===== config.mk =====
export PLATFORM = sky130hd
export DESIGN_NAME = transform_printer
export DESIGN_NICKNAME = d
export VERILOG_FILES = /design/src/rtl/transform_pkg.sv /design/src/rtl/transform_printer_uart_tx.sv /design/src/rtl/transform_printer.sv
export SDC_FILE = /design/constraint.sdc
export NUM_CORES = 1
export LEC_CHECK = 0
export ABC_CLOCK_PERIOD_IN_PS = 3960
export CORE_ASPECT_RATIO = 0.7
export CORE_MARGIN = 2
export CORE_UTILIZATION = 30
export DETAILED_ROUTE_END_ITERATION = 10
export PLACE_DENSITY = 0.54
export SETUP_SLACK_MARGIN = 0.3
export SYNTH_ARGS = -nofsm -noshare
export SYNTH_HDL_FRONTEND = slang
export SYNTH_SLANG_ARGS = --single-unit

===== constraint.sdc =====
create_clock -name clk -period 3.96 [get_ports clk]
set_input_delay 0.792 -clock clk [delete_from_list [all_inputs] [get_ports clk]]
set_output_delay 0.792 -clock clk [all_outputs]
set_load 0.005 [all_outputs]

===== src/rtl/transform_pkg.sv =====
// Shared definitions for the transform printer: ASCII constants, the printer
// state enum and the UART frame length.
// Optional feature macro: TRANSFORM_PRINTER_PARITY_EN (even parity bit per frame).
package transform_pkg;

  localparam logic [7:0] SPACE  = 8'h20;
  localparam logic [7:0] EQUALS = 8'h3D;
  localparam logic [7:0] GT     = 8'h3E;
  localparam logic [7:0] CR     = 8'h0D;
  localparam logic [7:0] LF     = 8'h0A;

`ifdef TRANSFORM_PRINTER_PARITY_EN
  // start + 8 data + parity + stop
  localparam int unsigned FRAME_BITS = 11;
`else
  // start + 8 data + stop
  localparam int unsigned FRAME_BITS = 10;
`endif

  typedef enum logic [2:0] {
    ST_IDLE,
    ST_LHS,
    ST_SEP,
    ST_RHS,
    ST_EOL
  } tp_state_e;

  // Characters of the " => " separator, indexed in send order.
  function automatic logic [7:0] sep_char(input logic [1:0] idx);
    logic [7:0] c;
    case (idx)
      2'd0:    c = SPACE;
      2'd1:    c = EQUALS;
      2'd2:    c = GT;
      default: c = SPACE;
    endcase
    return c;
  endfunction

endpackage


===== src/rtl/transform_printer_uart_tx.sv =====
// Byte-wide UART serializer: start bit, 8 data bits LSB first, optional even
// parity, stop bit. byte_ready_o is also high in the last cycle of a stop bit
// so a byte offered then starts its frame with no idle gap.
// Optional feature macro: TRANSFORM_PRINTER_PARITY_EN.
module uart_tx
  import transform_pkg::*;
#(
  parameter int unsigned CLKS_PER_BIT = 16
) (
  input  logic       clk,
  input  logic       rst_n,
  input  logic       byte_valid_i,
  input  logic [7:0] byte_i,
  output logic       byte_ready_o,
  output logic       idle_o,
  output logic       tx_o
);

  localparam int unsigned BAUD_W = $clog2(CLKS_PER_BIT);
  localparam int unsigned PAY_W  = FRAME_BITS - 1;

  logic [BAUD_W-1:0] baud_q, baud_d;
  logic [3:0]        bit_q, bit_d;
  logic [PAY_W-1:0]  shift_q, shift_d;
  logic              busy_q, busy_d;
  logic              tx_q, tx_d;

  logic              baud_end;
  logic              last_tick;
  logic              accept;
  logic [PAY_W-1:0]  payload;

  assign baud_end     = (baud_q == BAUD_W'(CLKS_PER_BIT - 1));
  assign last_tick    = busy_q && baud_end && (bit_q == 4'(FRAME_BITS - 1));
  assign byte_ready_o = !busy_q || last_tick;
  assign accept       = byte_valid_i && byte_ready_o;
  assign idle_o       = !busy_q;
  assign tx_o         = tx_q;

`ifdef TRANSFORM_PRINTER_PARITY_EN
  assign payload = {1'b1, ^byte_i, byte_i};
`else
  assign payload = {1'b1, byte_i};
`endif

  // Bit sequencing: load on accept, otherwise advance one bit per baud period.
  always_comb begin
    baud_d  = baud_q;
    bit_d   = bit_q;
    shift_d = shift_q;
    busy_d  = busy_q;
    tx_d    = tx_q;
    if (accept) begin
      busy_d  = 1'b1;
      tx_d    = 1'b0;
      baud_d  = '0;
      bit_d   = '0;
      shift_d = payload;
    end else if (busy_q) begin
      if (baud_end) begin
        baud_d = '0;
        if (bit_q == 4'(FRAME_BITS - 1)) begin
          busy_d = 1'b0;
          tx_d   = 1'b1;
        end else begin
          bit_d   = bit_q + 4'd1;
          tx_d    = shift_q[0];
          shift_d = {1'b1, shift_q[PAY_W-1:1]};
        end
      end else begin
        baud_d = baud_q + BAUD_W'(1);
      end
    end
  end

  // Serializer state; reset aborts any frame and parks the line high.
  always_ff @(posedge clk or negedge rst_n) begin
    if (!rst_n) begin
      baud_q  <= '0;
      bit_q   <= '0;
      shift_q <= '1;
      busy_q  <= 1'b0;
      tx_q    <= 1'b1;
    end else begin
      baud_q  <= baud_d;
      bit_q   <= bit_d;
      shift_q <= shift_d;
      busy_q  <= busy_d;
      tx_q    <= tx_d;
    end
  end

endmodule


===== src/rtl/transform_printer.sv =====
// Transform printer: echoes lhs chars over UART as they arrive, buffers rhs
// chars, then prints " => ", the buffered rhs chars and CR LF.
// Optional feature macro: TRANSFORM_PRINTER_PARITY_EN (passed to uart_tx).
module transform_printer
  import transform_pkg::*;
#(
  parameter int unsigned CLKS_PER_BIT = 16,
  parameter int unsigned RHS_DEPTH    = 32
) (
  input  logic       clk,
  input  logic       rst_n,
  input  logic       pair_valid,
  output logic       pair_ready,
  input  logic [7:0] lhs,
  input  logic [7:0] rhs,
  input  logic       pair_last,
  output logic       tx,
  output logic       busy,
  output logic       overflow
);

  localparam int unsigned PTR_W = $clog2(RHS_DEPTH);
  localparam int unsigned CNT_W = PTR_W + 1;

  tp_state_e        state_q, state_d;
  logic [1:0]       sep_idx_q, sep_idx_d;
  logic             last_q, last_d;
  logic             lf_sent_q, lf_sent_d;
  logic             rdy_en_q;
  logic             overflow_q, overflow_d;
  logic [PTR_W-1:0] wr_ptr_q, wr_ptr_d;
  logic [PTR_W-1:0] rd_ptr_q, rd_ptr_d;
  logic [CNT_W-1:0] count_q, count_d;
  logic [7:0]       mem_q [RHS_DEPTH];

  logic             fire;
  logic             push;
  logic             pop;
  logic             full;
  logic             wr_en;
  logic             tx_valid;
  logic [7:0]       tx_byte;
  logic             tx_ready;
  logic             tx_idle;

  assign full       = (count_q == CNT_W'(RHS_DEPTH));
  assign wr_en      = push && !full;
  assign pair_ready = rdy_en_q && tx_idle && !last_q &&
                      ((state_q == ST_IDLE) || (state_q == ST_LHS));
  assign fire       = pair_valid && pair_ready;
  assign busy       = (state_q != ST_IDLE);
  assign overflow   = overflow_q;

  // Each state hands its next byte to the serializer in the same cycle it
  // becomes ready, so frames after the final lhs char run back-to-back and
  // the state changes as the last byte of each phase is accepted.
  always_comb begin
    state_d   = state_q;
    sep_idx_d = sep_idx_q;
    last_d    = last_q;
    lf_sent_d = lf_sent_q;
    tx_valid  = 1'b0;
    tx_byte   = '0;
    push      = 1'b0;
    pop       = 1'b0;
    case (state_q)
      ST_IDLE: begin
        if (fire) begin
          tx_valid = 1'b1;
          tx_byte  = lhs;
          push     = 1'b1;
          last_d   = pair_last;
          state_d  = ST_LHS;
        end
      end
      ST_LHS: begin
        if (fire) begin
          tx_valid = 1'b1;
          tx_byte  = lhs;
          push     = 1'b1;
          last_d   = pair_last;
        end else if (last_q && tx_ready) begin
          tx_valid  = 1'b1;
          tx_byte   = sep_char(2'd0);
          sep_idx_d = 2'd1;
          last_d    = 1'b0;
          state_d   = ST_SEP;
        end
      end
      ST_SEP: begin
        if (tx_ready) begin
          tx_valid = 1'b1;
          tx_byte  = sep_char(sep_idx_q);
          if (sep_idx_q == 2'd3) begin
            sep_idx_d = 2'd0;
            state_d   = ST_RHS;
          end else begin
            sep_idx_d = sep_idx_q + 2'd1;
          end
        end
      end
      ST_RHS: begin
        if (tx_ready) begin
          tx_valid = 1'b1;
          if (count_q != '0) begin
            tx_byte = mem_q[rd_ptr_q];
            pop     = 1'b1;
          end else begin
            tx_byte   = CR;
            lf_sent_d = 1'b0;
            state_d   = ST_EOL;
          end
        end
      end
      ST_EOL: begin
        if (tx_ready) begin
          if (!lf_sent_q) begin
            tx_valid  = 1'b1;
            tx_byte   = LF;
            lf_sent_d = 1'b1;
          end else begin
            lf_sent_d = 1'b0;
            state_d   = ST_IDLE;
          end
        end
      end
      default: state_d = ST_IDLE;
    endcase
  end

  // rhs buffer bookkeeping; a push into a full buffer is dropped and flagged.
  always_comb begin
    wr_ptr_d   = wr_ptr_q;
    rd_ptr_d   = rd_ptr_q;
    count_d    = count_q;
    overflow_d = overflow_q | (push && full);
    if (wr_en) begin
      wr_ptr_d = wr_ptr_q + PTR_W'(1);
      count_d  = count_q + CNT_W'(1);
    end
    if (pop) begin
      rd_ptr_d = rd_ptr_q + PTR_W'(1);
      count_d  = count_q - CNT_W'(1);
    end
  end

  // Control and buffer-pointer registers.
  always_ff @(posedge clk or negedge rst_n) begin
    if (!rst_n) begin
      state_q    <= ST_IDLE;
      sep_idx_q  <= '0;
      last_q     <= 1'b0;
      lf_sent_q  <= 1'b0;
      rdy_en_q   <= 1'b0;
      overflow_q <= 1'b0;
      wr_ptr_q   <= '0;
      rd_ptr_q   <= '0;
      count_q    <= '0;
    end else begin
      state_q    <= state_d;
      sep_idx_q  <= sep_idx_d;
      last_q     <= last_d;
      lf_sent_q  <= lf_sent_d;
      rdy_en_q   <= 1'b1;
      overflow_q <= overflow_d;
      wr_ptr_q   <= wr_ptr_d;
      rd_ptr_q   <= rd_ptr_d;
      count_q    <= count_d;
    end
  end

  // rhs storage; contents are meaningful only between rd and wr pointers.
  always_ff @(posedge clk) begin
    if (wr_en) begin
      mem_q[wr_ptr_q] <= rhs;
    end
  end

  uart_tx #(
    .CLKS_PER_BIT(CLKS_PER_BIT)
  ) u_uart_tx (
    .clk         (clk),
    .rst_n       (rst_n),
    .byte_valid_i(tx_valid),
    .byte_i      (tx_byte),
    .byte_ready_o(tx_ready),
    .idle_o      (tx_idle),
    .tx_o        (tx)
  );

endmodule


Yosys cells after proc, flatten, opt, wreduce, memory -nomap -nowiden. Memories as Yosys holds them, arrays and structs flattened. Index checks and enable logic that the tools add are counted. W data, S select, Z words.

Add/subtract/negate cells: 7. Equality and inequality tests: 21. Multiplexer cells: 67. Bitwise operators: 1. Reduce and logical (&&, ||, !) cells: 32.

Operators by type and width (number): $pmux W8 S5 (1); $mux W4 (9); $mux W9 (4); $mux W8 (4); $mux W3 (9); $mux W1 (26); $mux W6 (4); $ne A2 B2 Y1 const B (8); $pmux W3 S5 (1); $reduce_bool A2 Y1 (6); $add A5 B1 Y5 const B (2); $logic_and A1 B1 Y1 (10); $pmux W5 S2 (1); $reduce_and A9 Y1 (1); $add A4 B1 Y4 const B (2); $eq A4 B4 Y1 const B (2); $mux W2 (4); $reduce_and A4 Y1 (2); $add A6 B1 Y6 const B (1); $eq A3 B2 Y1 const B (2); $eq A6 B6 Y1 const B (1); $reduce_and A3 Y1 (2); $reduce_bool A6 Y1 (1); $sub A6 B1 Y6 const B (1); other kinds (17) (24).

Register bits: 44. Bits in writable memories: 256. Input port bits: 20. Word-level logic and storage cells: 143. Memories: 1.

Memories: mem_q (depth 32, width 8, read ports 1, clocked after memory_dff 0, write ports 1, RTL line transform_printer.sv:34) `logic [7:0] mem_q [RHS_DEPTH];`.

Logic depth before layout (Yosys ltp).
Depth after elaboration: 11. Mapped depth: 13. Gate-level depth less buffers: 12.

By module. Synthesis repeated with hierarchy kept, for this count alone.

Cells, all modules: 724. Area, all modules: 12505.7 um^2.

By module, submodules not included: transform_printer (instances 1, cells each 621, area each 11552.3 um^2, seq. area each 8313.0 um^2); uart_tx (instances 1, cells each 103, area each 953.4 um^2, seq. area each 461.7 um^2).

Least setup slack after synthesis. No wires, ideal clock.

Path type: reg2reg. Start point: register u_uart_tx.bit_q[1]. End point: register count_q[5]. Library setup time: 0.126 ns. Data arrival time: 2.637 ns. Required time: 3.834 ns. Setup slack: 1.197 ns. Stages on the path, launching flop included: 14. Cell sequence: dfrtp_1 -> inv_1 -> ha_1 -> nand3b_1 -> o21a_1 -> or3_1 -> buf_4 -> inv_2 -> ha_1 -> a21o_1 -> a21oi_1 -> o21ai_0 -> mux2i_1 -> xnor2_1.

Word-level cells in the longest chain between the ends: 6.

RTL lines: from (decl) (RTL line transform_printer_uart_tx.sv:23) `logic [3:0] bit_q, bit_d;`; from (signal assigned) (RTL line transform_printer_uart_tx.sv:86) `bit_q <= bit_d;`; $eq A4 B4 Y1 (*) (RTL line transform_printer_uart_tx.sv:34) `assign last_tick = busy_q && baud_end && (bit_q == 4'(FRAME_BITS - 1));`; $logic_and A1 B1 Y1 (*) (RTL line transform_printer_uart_tx.sv:34); $logic_or A1 B1 Y1 (*) (RTL line transform_printer_uart_tx.sv:35) `assign byte_ready_o = !busy_q || last_tick;`; $mux W1 (*) (RTL line transform_printer.sv:103) `if (tx_ready) begin`; $mux W1 (*) (RTL line transform_printer.sv:66) `case (state_q)`; net pop (RTL line transform_printer.sv:38) `logic pop;`; $mux W6 or $reduce_bool A2 Y1 (tied branches); to (signal assigned) (RTL line transform_printer.sv:168) `count_q <= count_d;`; to (decl) (RTL line transform_printer.sv:33) `logic [CNT_W-1:0] count_q, count_d;`.

Mark *: on every way through the listed nets, which the timed path passes. The rest lies on a longest branch. A chain may end at the register's enable or synchronous reset.

Worst setup path after layout. Same ends and word-level chain as after synthesis.

==> summary.txt <==
GRT
  – Vias in the first global route: 6,542
  – Number of antenna violations at the first check in global routing: 1
  – GRT Total Usage: 0.140
  – Pin count of the biggest net entering global routing: 44
  – GR Overflow Total: 0
  – First-pass GRT wire length: 45.3 mm

Clock tree
  – Post-CTS sizing: 0
  – Clk buf depth: 3
  – Worst-Skew Late Latency: 0.59 ns
  – CTS H-tree depth: 1
  – Sinks on the clock net: 299
  – CTS clk-pin slew, worst paths: 0.07 ns
  – # hold bufs at CTS: 0
  – CTS Root Buffer Type: clkbuf_16
  – CTS tree: yes
  – Post-CTS setup buffers: 0
  – Cts bufs inserted: 28

Worst setup path
  – Max FO, Critical Path: 13
  – Reg2reg setup slack: 0.81 ns
  – Top cell by count, worst path: ha_1
  – Crit start category: flop
  – Crit path arrival time: 3.63 ns
  – Critical-path top delay cell: or3_1
  – Setup Crit Path Kind: flop to flop
  – Highest cell delay on the worst timing path: 0.52 ns
  – Crit-path cells: inv_1 -> ha_1 -> nand3b_1 -> o21a_1 -> or3_1 -> inv_2 -> ha_1 -> a21o_1 -> a21oi_1 -> o21ai_0 -> mux2i_1 -> xnor2_1
  – CP required: 4.44 ns
  – CP Capture Type: flop

STA
  – Count of final hold-check violations: 0
  – Slew Limit Fails: 0
  – Worst-Margin Slew: 1.03 ns
  – Fin crit period: 3.15 ns
  – Setup Skew: 0.0402 ns
  – Slew headroom: 0.311
  – Setup Viol. Count Final: 0
  – RSZ-0062 raised after global routing: false
  – Final worst slack: a little over 0.8 ns
  – Post-route setup TNS: 0 ns
  – Final worst-path cycle share: 0.795
  – Fmax achieved: 317 MHz

Floorplan
  – # IOs: 24
  – Core Region: 41,200 sq um
  – Initial core utilization: 0.305
  – DIE AREA: 43,600 sq um
  – Die Wd: 249 um
  – Die H: 175 um
  – Num rows: 62

Logic synthesis
  – Synth Register Bits: 299
  – Net Count, Synth: 757
  – Post-Syn Instances: slightly above 700
  – Register area share after synthesis: 0.698
  – Post-Syn Area: 12,600 sq um
  – Cell variety after synth: 67
  – Most used DFF post-synth: edfxtp_1
  – EDFF count, synth: 256
  – Syn Area/Cell: 17.4 sq um
  – YS warnings: 0
  – Ys async rst share: 0.144

Layout
  – Finished Core Util: 0.350
  – Finished Cell Area: 14,400 sq um
  – Antenna cells: 0
  – Most common cell after layout, fill and taps aside: edfxtp_1
  – Final net count: 813
  – P&R area growth vs syn: 14.8%
  – Commonest non-fill, non-tap cells in the layout: edfxtp_1, nor2_1, mux4_2
  – Share of layout cells above drive strength 1: 0.196

Routing
  – Drt pass-1 iters: 6
  – Wire length per cell: roughly 23 um
  – Total detailed-routing wirelength: 30.2 mm
  – DR iter-0 viols: 756
  – Final antenna-violating net count: 0
  – Via Count: 6,744
  – Vias per Instance: 5.03
  – DRC viols: 0

Pwr
  – Pwr dens: 420 nW/um^2
  – Peak supply drop: 0.327 mV
  – LEAKAGE: 4.61 nW

Placement
  – Final Wtd Congestion: 0.825
  – Pre-CTS WS: between 0.6 and 0.7 ns
  – Placed cell area: between 10,000 and 15,000 sq um
  – Port Buffer Count: 23
  – Dpl hpwl: roughly 20 mm

Flow run
  – Max cap viols: 0

Min path
  – Hold Crit Class: primary input to async pin

Status
  – Status: completed
[metrics by stage]
step	instances	hold slack, ns	total power, mW
6_report	1341	0.400	6.07
5_1_grt	1341	0.475	6.28
4_1_cts	1341	0.424	6.13
3_5_place_dp	1291	0.457	3.57
3_3_place_gp	1291	0.461	3.57
2_1_floorplan	721	0.451	3.49
[cell families after synthesis]
family,Yosys count,synth area share
flip-flops,299,0.698
buffers and inverters,49,0.0206
AO/OA/AOI/OAI,93,0.0495
adder cells (fa/ha/maj),16,0.0165
XOR/XNOR,14,0.00975
multiplexers,97,0.145
AND/OR/NAND/NOR,152,0.0608
other,1,0.000298
[where the power goes]
part | internal [mW] | switching (mW)
Combinational | 0.0204 | 0.0609
Clock | 1.37 | 1.20
Sequential | 3.42 | 0.000141
Total | 4.81 | 1.26
[cells in the mapped netlist, types with 3 or more instances]
| library cell | count | share of area |
|---|---|---|
| and3_1 | 4 | 0.0020 |
| a22oi_1 | 6 | 0.0036 |
| buf_2 | 6 | 0.0024 |
| xnor2_1 | 11 | 0.0077 |
| buf_4 | 3 | 0.0018 |
| o31ai_1 | 3 | 0.0018 |
| dfstp_2 | 9 | 0.019 |
| mux4_2 | 49 | 0.088 |
| nand2_1 | 33 | 0.0098 |
| ha_1 | 15 | 0.015 |
| buf_1 | 4 | 0.0012 |
| mux2_2 | 10 | 0.0090 |
| nand4b_1 | 3 | 0.0021 |
| xor2_1 | 3 | 0.0021 |
| edfxtp_1 | 256 | 0.61 |
| mux4_1 | 14 | 0.029 |
| a31oi_1 | 6 | 0.0030 |
| nand4_1 | 5 | 0.0025 |
| dfrtp_1 | 34 | 0.068 |
| a211oi_1 | 3 | 0.0018 |
| inv_1 | 13 | 0.0039 |
| o21ai_0 | 19 | 0.0076 |
| nor3_1 | 9 | 0.0036 |
| and2_1 | 4 | 0.0020 |
| a21o_1 | 4 | 0.0024 |
| buf_6 | 5 | 0.0045 |
| nand2b_1 | 7 | 0.0035 |
| o211ai_1 | 7 | 0.0042 |
| mux2i_1 | 24 | 0.019 |
| o221ai_1 | 5 | 0.0035 |
| nand3_1 | 10 | 0.0040 |
| a21oi_1 | 21 | 0.0084 |
| clkbuf_1 | 13 | 0.0039 |
| or3_1 | 6 | 0.0030 |
| nor2_1 | 52 | 0.016 |
| nand3b_1 | 6 | 0.0036 |
[area by class of cell]
cell class,instances,area (sq um)
timing repair buffer,60,523
multi-input combinational,373,3550
clock buffer,34,723
fill,3861,26800
inverter,15,56.3
sequential,299,8780
tap,544,681
clock inverter,16,128
[layer usage]
metal / track usage / wire length (um)
met1: 0.231 / 16000
met2: 0.184 / 11700
met3: 0.0341 / 2170
met4: 0.0220 / 357
met5: 0 / 0
[worst max-delay path: cells and delay by family (launching register included)]
kind            cells  cell delay (ns)
compound gates      4             0.88
simple gates        2             0.72
flops               1             0.42
fa+ha+maj           2             0.41
buf+inv             2             0.32
mux                 1             0.19
xor+xnor            1             0.13
[state kept, by name (all words and copies together), names as in the netlist, 2 cells and up]
name	cells
mem_q	256
u_uart_tx.shift_q	8
count_q	6
rd_ptr_q	5
wr_ptr_q	5
u_uart_tx.baud_q	4
u_uart_tx.bit_q	4
state_q	3
sep_idx_q	2
[final timing paths]
check                                   start          end  depth (start not counted)
setup / recovery           u_uart_tx.bit_q[1]   count_q[5]                         12
hold / removal                          rst_n  wr_ptr_q[2]                          1
setup reg to reg           u_uart_tx.bit_q[1]   count_q[5]                         12
hold reg to reg                      overflow     overflow                          1
max in group asynchronous               rst_n  rd_ptr_q[0]                          1
min in group clk                     overflow     overflow                          1
No activity file was read; power rests on OpenSTA's default activity.
